<file path="src/rtl/dlf_pkg.sv">
// Shared definitions for the loop-filter gain scheduler: state encoding,
// per-state gain shifts and default thresholds.
package dlf_pkg;

  typedef enum logic [2:0] {
    ST_IDLE   = 3'd0,
    ST_CLEAR  = 3'd1,
    ST_ACQ    = 3'd2,
    ST_TRACK  = 3'd3,
    ST_LOCKED = 3'd4
  } dlf_state_e;

  localparam int LOCK_THR_DEF   = 8;
  localparam int LOCK_CNT_DEF   = 16;
  localparam int UNLOCK_CNT_DEF = 4;
  localparam int CLR_CYCLES_DEF = 4;

  typedef struct packed {
    logic [3:0] kp;
    logic [3:0] ki;
  } gain_t;

  // Wider bandwidth while acquiring, narrower as the loop settles.
  function automatic gain_t state_gain(dlf_state_e s);
    gain_t g;
    case (s)
      ST_CLEAR,
      ST_ACQ:    g = '{kp: 4'd1, ki: 4'd3};
      ST_TRACK:  g = '{kp: 4'd3, ki: 4'd6};
      ST_LOCKED: g = '{kp: 4'd4, ki: 4'd8};
      default:   g = '{kp: 4'd0, ki: 4'd0};
    endcase
    return g;
  endfunction

endpackage

</file>
<file path="src/rtl/dlf_err_window.sv">
// Phase-error window test: saturating 8-bit magnitude compared against LOCK_THR.
module dlf_err_window
  import dlf_pkg::*;
#(
  parameter int LOCK_THR = LOCK_THR_DEF
) (
  input  logic [7:0] phase_err,
  output logic       in_win
);

  logic [7:0] err_mag;

  // -128 has no positive 8-bit twin, so it clamps to 127.
  always_comb begin
    if (phase_err == 8'h80)  err_mag = 8'h7f;
    else if (phase_err[7])   err_mag = ~phase_err + 8'd1;
    else                     err_mag = phase_err;
    in_win = int'(err_mag) < LOCK_THR;
  end

endmodule

</file>
<file path="src/rtl/dlf_gain_sched.sv">
// Loop-filter gain scheduler: clears the integrator, then steps the PI gain
// shifts down through ACQ/TRACK/LOCKED as the phase error stays in window.
module dlf_gain_sched
  import dlf_pkg::*;
#(
  parameter int LOCK_THR   = LOCK_THR_DEF,
  parameter int LOCK_CNT   = LOCK_CNT_DEF,
  parameter int UNLOCK_CNT = UNLOCK_CNT_DEF,
  parameter int CLR_CYCLES = CLR_CYCLES_DEF
) (
  input  logic       clk,
  input  logic       rstn,
  input  logic       enable,
  input  logic [7:0] phase_err,
  input  logic       err_valid,
  output logic       dlf_clr,
  output logic [3:0] kp_shift,
  output logic [3:0] ki_shift,
  output logic       gain_upd,
  output logic       locked,
  output logic       lost_lock,
  output logic [2:0] state
);

  localparam int ACQ_CNT = (LOCK_CNT / 2 < 1) ? 1 : LOCK_CNT / 2;
  localparam int GW      = $clog2(LOCK_CNT + 1);
  localparam int BW      = $clog2(UNLOCK_CNT + 1);
  localparam int CW      = $clog2(CLR_CYCLES + 1);

  dlf_state_e    cur_st, nxt_st;
  logic [GW-1:0] good_cnt, nxt_good;
  logic [BW-1:0] bad_cnt, nxt_bad;
  logic [CW-1:0] clr_cnt, nxt_clr;
  logic          nxt_lost;
  logic          in_win;
  gain_t         nxt_gain;
  logic          nxt_upd;

  dlf_err_window #(.LOCK_THR(LOCK_THR)) u_win (
    .phase_err (phase_err),
    .in_win    (in_win)
  );

  always_ff @(posedge clk or negedge rstn) begin
    if (!rstn) begin
      cur_st    <= ST_IDLE;
      good_cnt  <= '0;
      bad_cnt   <= '0;
      clr_cnt   <= '0;
      dlf_clr   <= 1'b0;
      kp_shift  <= '0;
      ki_shift  <= '0;
      gain_upd  <= 1'b0;
      locked    <= 1'b0;
      lost_lock <= 1'b0;
    end else begin
      cur_st    <= nxt_st;
      good_cnt  <= nxt_good;
      bad_cnt   <= nxt_bad;
      clr_cnt   <= nxt_clr;
      dlf_clr   <= (nxt_st == ST_CLEAR);
      kp_shift  <= nxt_gain.kp;
      ki_shift  <= nxt_gain.ki;
      gain_upd  <= nxt_upd;
      locked    <= (nxt_st == ST_LOCKED);
      lost_lock <= nxt_lost;
    end
  end

  // Counters advance to their terminal value and transition there, so they
  // never exceed terminal-1 and cannot wrap.
  always_comb begin
    nxt_st   = cur_st;
    nxt_good = good_cnt;
    nxt_bad  = bad_cnt;
    nxt_clr  = clr_cnt;
    nxt_lost = 1'b0;
    if (!enable) begin
      nxt_st   = ST_IDLE;
      nxt_good = '0;
      nxt_bad  = '0;
      nxt_clr  = '0;
    end else begin
      case (cur_st)
        ST_IDLE: begin
          nxt_st  = ST_CLEAR;
          nxt_clr = '0;
        end
        ST_CLEAR: begin
          if (clr_cnt >= CW'(CLR_CYCLES - 1)) begin
            nxt_st  = ST_ACQ;
            nxt_clr = '0;
          end else begin
            nxt_clr = clr_cnt + CW'(1);
          end
        end
        ST_ACQ: if (err_valid) begin
          if (!in_win) nxt_good = '0;
          else if (good_cnt >= GW'(ACQ_CNT - 1)) begin
            nxt_st   = ST_TRACK;
            nxt_good = '0;
          end else nxt_good = good_cnt + GW'(1);
        end
        ST_TRACK: if (err_valid) begin
          if (!in_win) begin
            nxt_st   = ST_ACQ;
            nxt_good = '0;
          end else if (good_cnt >= GW'(LOCK_CNT - 1)) begin
            nxt_st   = ST_LOCKED;
            nxt_good = '0;
            nxt_bad  = '0;
          end else nxt_good = good_cnt + GW'(1);
        end
        ST_LOCKED: if (err_valid) begin
          if (in_win) nxt_bad = '0;
          else if (bad_cnt >= BW'(UNLOCK_CNT - 1)) begin
            nxt_st   = ST_ACQ;
            nxt_bad  = '0;
            nxt_good = '0;
            nxt_lost = 1'b1;
          end else nxt_bad = bad_cnt + BW'(1);
        end
        default: nxt_st = ST_IDLE;
      endcase
    end
  end

  // Registered outputs are derived from the state being entered.
  always_comb begin
    nxt_gain = state_gain(nxt_st);
    nxt_upd  = (nxt_gain != {kp_shift, ki_shift});
  end

  assign state = cur_st;

endmodule

</file>
<file path="config.mk">
export PLATFORM = sky130hd
export DESIGN_NAME = dlf_gain_sched
export DESIGN_NICKNAME = d
export VERILOG_FILES = /design/src/rtl/dlf_pkg.sv /design/src/rtl/dlf_err_window.sv /design/src/rtl/dlf_gain_sched.sv
export SDC_FILE = /design/constraint.sdc
export NUM_CORES = 1
export LEC_CHECK = 0
export BUFFER_PORTS_ARGS = -buffer_cell sky130_fd_sc_hd__buf_2
export CORE_MARGIN = 1
export CORE_UTILIZATION = 50
export CTS_CLUSTER_SIZE = 20
export DETAILED_ROUTE_END_ITERATION = 6
export PLACE_DENSITY = 0.8
export SYNTH_ARGS = -nofsm -noshare
export SYNTH_HDL_FRONTEND = slang
export SYNTH_SLANG_ARGS = --single-unit
</file>
<file path="constraint.sdc">
create_clock -name clk -period 2.31 [get_ports clk]
set_input_delay 0.462 -clock clk [delete_from_list [all_inputs] [get_ports clk]]
set_output_delay 0.462 -clock clk [all_outputs]
set_load 0.005 [all_outputs]
</file>
==> flow_summary_export.csv <==
group,metric,value,unit
cells_and_area,nFillCells,189,
critical_path,crit_slowest_cell,"dfrtp_1",
timing,setup_viol,0,
critical_path,path_max_fanout,7,
pwr,p_per_area,497,nW/µm²
synthesis,synth.avg_cell_area,9.44,µm²
grt,grt-busiest-layer,"met2",
synthesis,ys_dominant_reg_cell,"dfrtp_1",
timing,max_slew.worst_pin.slew,0.534,ns
timing,layout_min_cycle_time,2.16,ns
cells_and_area,regArea,551,µm²
grt,grt_max_degree,23,
cells_and_area,multi_input_area,795,µm²
synthesis,synth_edf_count,0,
timing,relSlewSlack,0.642,
synthesis,synth_fp_nets,160,
place,placed_cells_incl_taps,194,
drt,viasPerCell,5.99,
clock_tree,htreeDepth,1,
die,std_cell_rows,18,
clock_tree,clock_latency,0.32,ns
grt,grt_pass1_vias,1083,
grt,use_met1,0.265,
hold_path,hold_path_class,"in -> async",
clock_tree,clkSinkCount,22,
timing,maxSlewViolCount,0,
cells_and_area,areaGrowthSynthToFinish,22.6,%
die,floorplan.initialDensity,0.536,
synthesis,synth_common_cells,"22 x dfrtp_1, 15 x nor2_1, 9 x a21oi_1, 9 x inv_1, 8 x nand2_1",
cells_and_area,n_antenna_cell,0,
synthesis,yosys_warnings,0,
synthesis,synth_top_family_by_area,"compound AO/OA/AOI/OAI gates",
run_status,outcome,"complete, no violations",
timing,finalCritPeriodShare,0.935,
die,core_area,2500,µm²
critical_path,crit_chain,"ha_1, ha_1, a211oi_2, buf_4, o21bai_1, o2111ai_2, o31a_1, o32ai_1, o31ai_1",
grt,use_met3,0.0311,
timing,setup_total_negative_slack,0,ns
cells_and_area,finalNonFillerCells,201,
grt,grtUsageTotal,0.221,
timing,clock_skew,0.00316,ns
drt,routedWlPerCell,15.4,µm
synthesis,synthArstFlopShare,1.00,
critical_path,cp-end-kind,"flip-flop",
clock_tree,numCtsBuffers,3,
pwr,leakage,0.808,nW
place,io_buffer_count,25,
critical_path,crit_arrival,2.40,ns
place,place.gp.congestion,0.827,
die,die_y,53.8,µm
pwr,irDropWorstVdd,422,µV
timing,final.setup.worst_slack,0.150,ns
grt,use_met2,0.393,
place,place_ws,0.00611,ns
drt,vias,1204,
drt,firstDrtPassIters,4,
grt,overflow,0,
synthesis,synthXorXnorAreaFrac,0,
place,dp_hpwl,2230,µm
synthesis,synth_compound_gate_area_share,0.231,
critical_path,cp-start-kind,"flip-flop",
synthesis,netlist.area_leader.share,0.411,
critical_path,max_stage_delay,0.43,ns
synthesis,synth_fa_ha_area_frac,0.0560,
timing,hold_viol_final,0,
critical_path,path_class,"reg -> reg",
drt,drtIter0Drc,16,
synthesis,synthMuxAreaShare,0.0252,
synthesis,synth_area_leader_cell,"dfrtp_1",
die,io_pins,27,
clock_tree,cts_tree,"yes",
grt,grt_pass1_wl,4490,µm
run,maxCapViolations,0,
critical_path,crit_top_cell,"ha_1",
synthesis,synth.most_common_cell,"dfrtp_1",
synthesis,syn_area,1340,µm²
cells_and_area,nNetsFinal,190,
synthesis,synthSimpleGateAreaFrac,0.215,
die,dieArea,2890,µm²
die,die_x,53.8,µm
drt,postRouteAntennaNets,0,
critical_path,worst_ep_required_time,2.55,ns
synthesis,synth_cell_types,49,
timing,fmax,463,MHz
clock_tree,clkSlewWorstSetupHoldPaths,0.13,ns
synthesis,syn_inst,142,
grt,antenna_found_initial,0,
drt,drc,0,
cells_and_area,drive_gt1_frac,0.345,
synthesis,ys_seq_area_frac,0.411,
synthesis,ys_ff_latch,22,
drt,totalWireLength,3090,µm
timing,rsz0062_at_grt,"no",
synthesis,synth.area.top_cells,"dfrtp_1 41%, ha_1 5.6%, nor2_1 4.2%, a21oi_1 3.4%, buf_4 2.8%",
clock_tree,clock_path_buffers,2,
clock_tree,cts_root_buf,"clkbuf_4",
[path summary, 6_finish.rpt]
check,start,end,slack (ns),depth (start not counted)
setup reg to reg,clr_cnt[0],gain_upd,0.15,9
min in group clk,enable,lost_lock,0.49,2
hold / removal,rstn,clr_cnt[2],0.08,1
max in group asynchronous,rstn,kp_shift[2],1.89,1
hold reg to reg,good_cnt[0],good_cnt[0],0.55,1
setup / recovery,clr_cnt[0],gain_upd,0.15,9
[registers in the layout, summed over array words and instances (netlist names)]
name,cells
dlf_clr,1
bad_cnt,3
state,3
lost_lock,1
locked,1
gain_upd,1
kp_shift,1
ki_shift,3
good_cnt,5
clr_cnt,3
[layout by cell type, fill, tap and decap left out, types with 2 or more instances in the layout]
master	instances
a211oi_1	2
a211oi_2	2
a21oi_1	7
a21oi_2	2
a22o_1	2
and4_1	2
buf_2	25
buf_4	6
clkbuf_4	3
dfrtp_1	22
ha_1	4
inv_1	9
mux2_2	3
nand2_1	8
nand2b_1	2
nand3_1	2
nand4_1	3
nor2_1	15
nor2b_1	3
nor3_1	2
nor3_4	2
o21ai_0	6
o21bai_1	3
o22ai_1	2
o31ai_1	3
[repair_timing]
item / CTS / global route
gates resized for setup: 1 / 14
pin swaps: 0 / 7
hold buffers: 0 / 0
endpoints found under the setup margin: 2 / 6
buffers inserted: 0 / 3
cloned: 0 / 0
[kinds of logic after synthesis]
logic type                 count (synthesis)
DFF                                       22
and+or+nand+nor                           50
other                                      1
adders and majority gates                  6
muxes                                      3
AOI/OAI and AO/OA                         44
buffers and inverters                     16
[final cells by class]
cell class | instances | share of cell area
sequential | 22 | 0.335
clock inverter | 1 | 0.0183
inverter | 10 | 0.0228
timing repair buffer | 31 | 0.104
multi-input combinational | 104 | 0.484
clock buffer | 3 | 0.0137
tap | 30 | 0.0228
[worst max-delay path: cells and delay by family (launching register included)]
kind	cells	cell delay [ns]
compound gates	6	1.09
fa+ha+maj	2	0.40
buf+inv	1	0.15
flops	1	0.43
[layer usage]
layer / wire (µm) / vias up
li1: - / 583
met1: 1190 / 562
met2: 1610 / 52
met3: 227 / 7
met4: 61 / 0
met5: 0 / -
[power by group]
group | total, mW | internal, mW | switching (mW)
sequential | 0.412 | 0.397 | 0.0153
combinational | 0.102 | 0.0443 | 0.0576
clock | 0.303 | 0.176 | 0.127
total | 0.817 | 0.617 | 0.200
[per-stage QoR]
| stage | hold WS, ns | total power, mW | area [µm²] | utilization |
|---|---|---|---|---|
| finish | 0.0787 | 0.817 | 1640 | 0.657 |
| global route | 0.113 | 0.854 | 1640 | 0.657 |
| CTS | 0.0982 | 0.811 | 1540 | 0.616 |
| global placement | 0.454 | 0.506 | 1480 | 0.593 |
| floorplan | 0.166 | 0.471 | 1340 | - |
| detailed placement | 0.460 | 0.511 | 1480 | 0.593 |
Power figures use the tool's default switching activity.
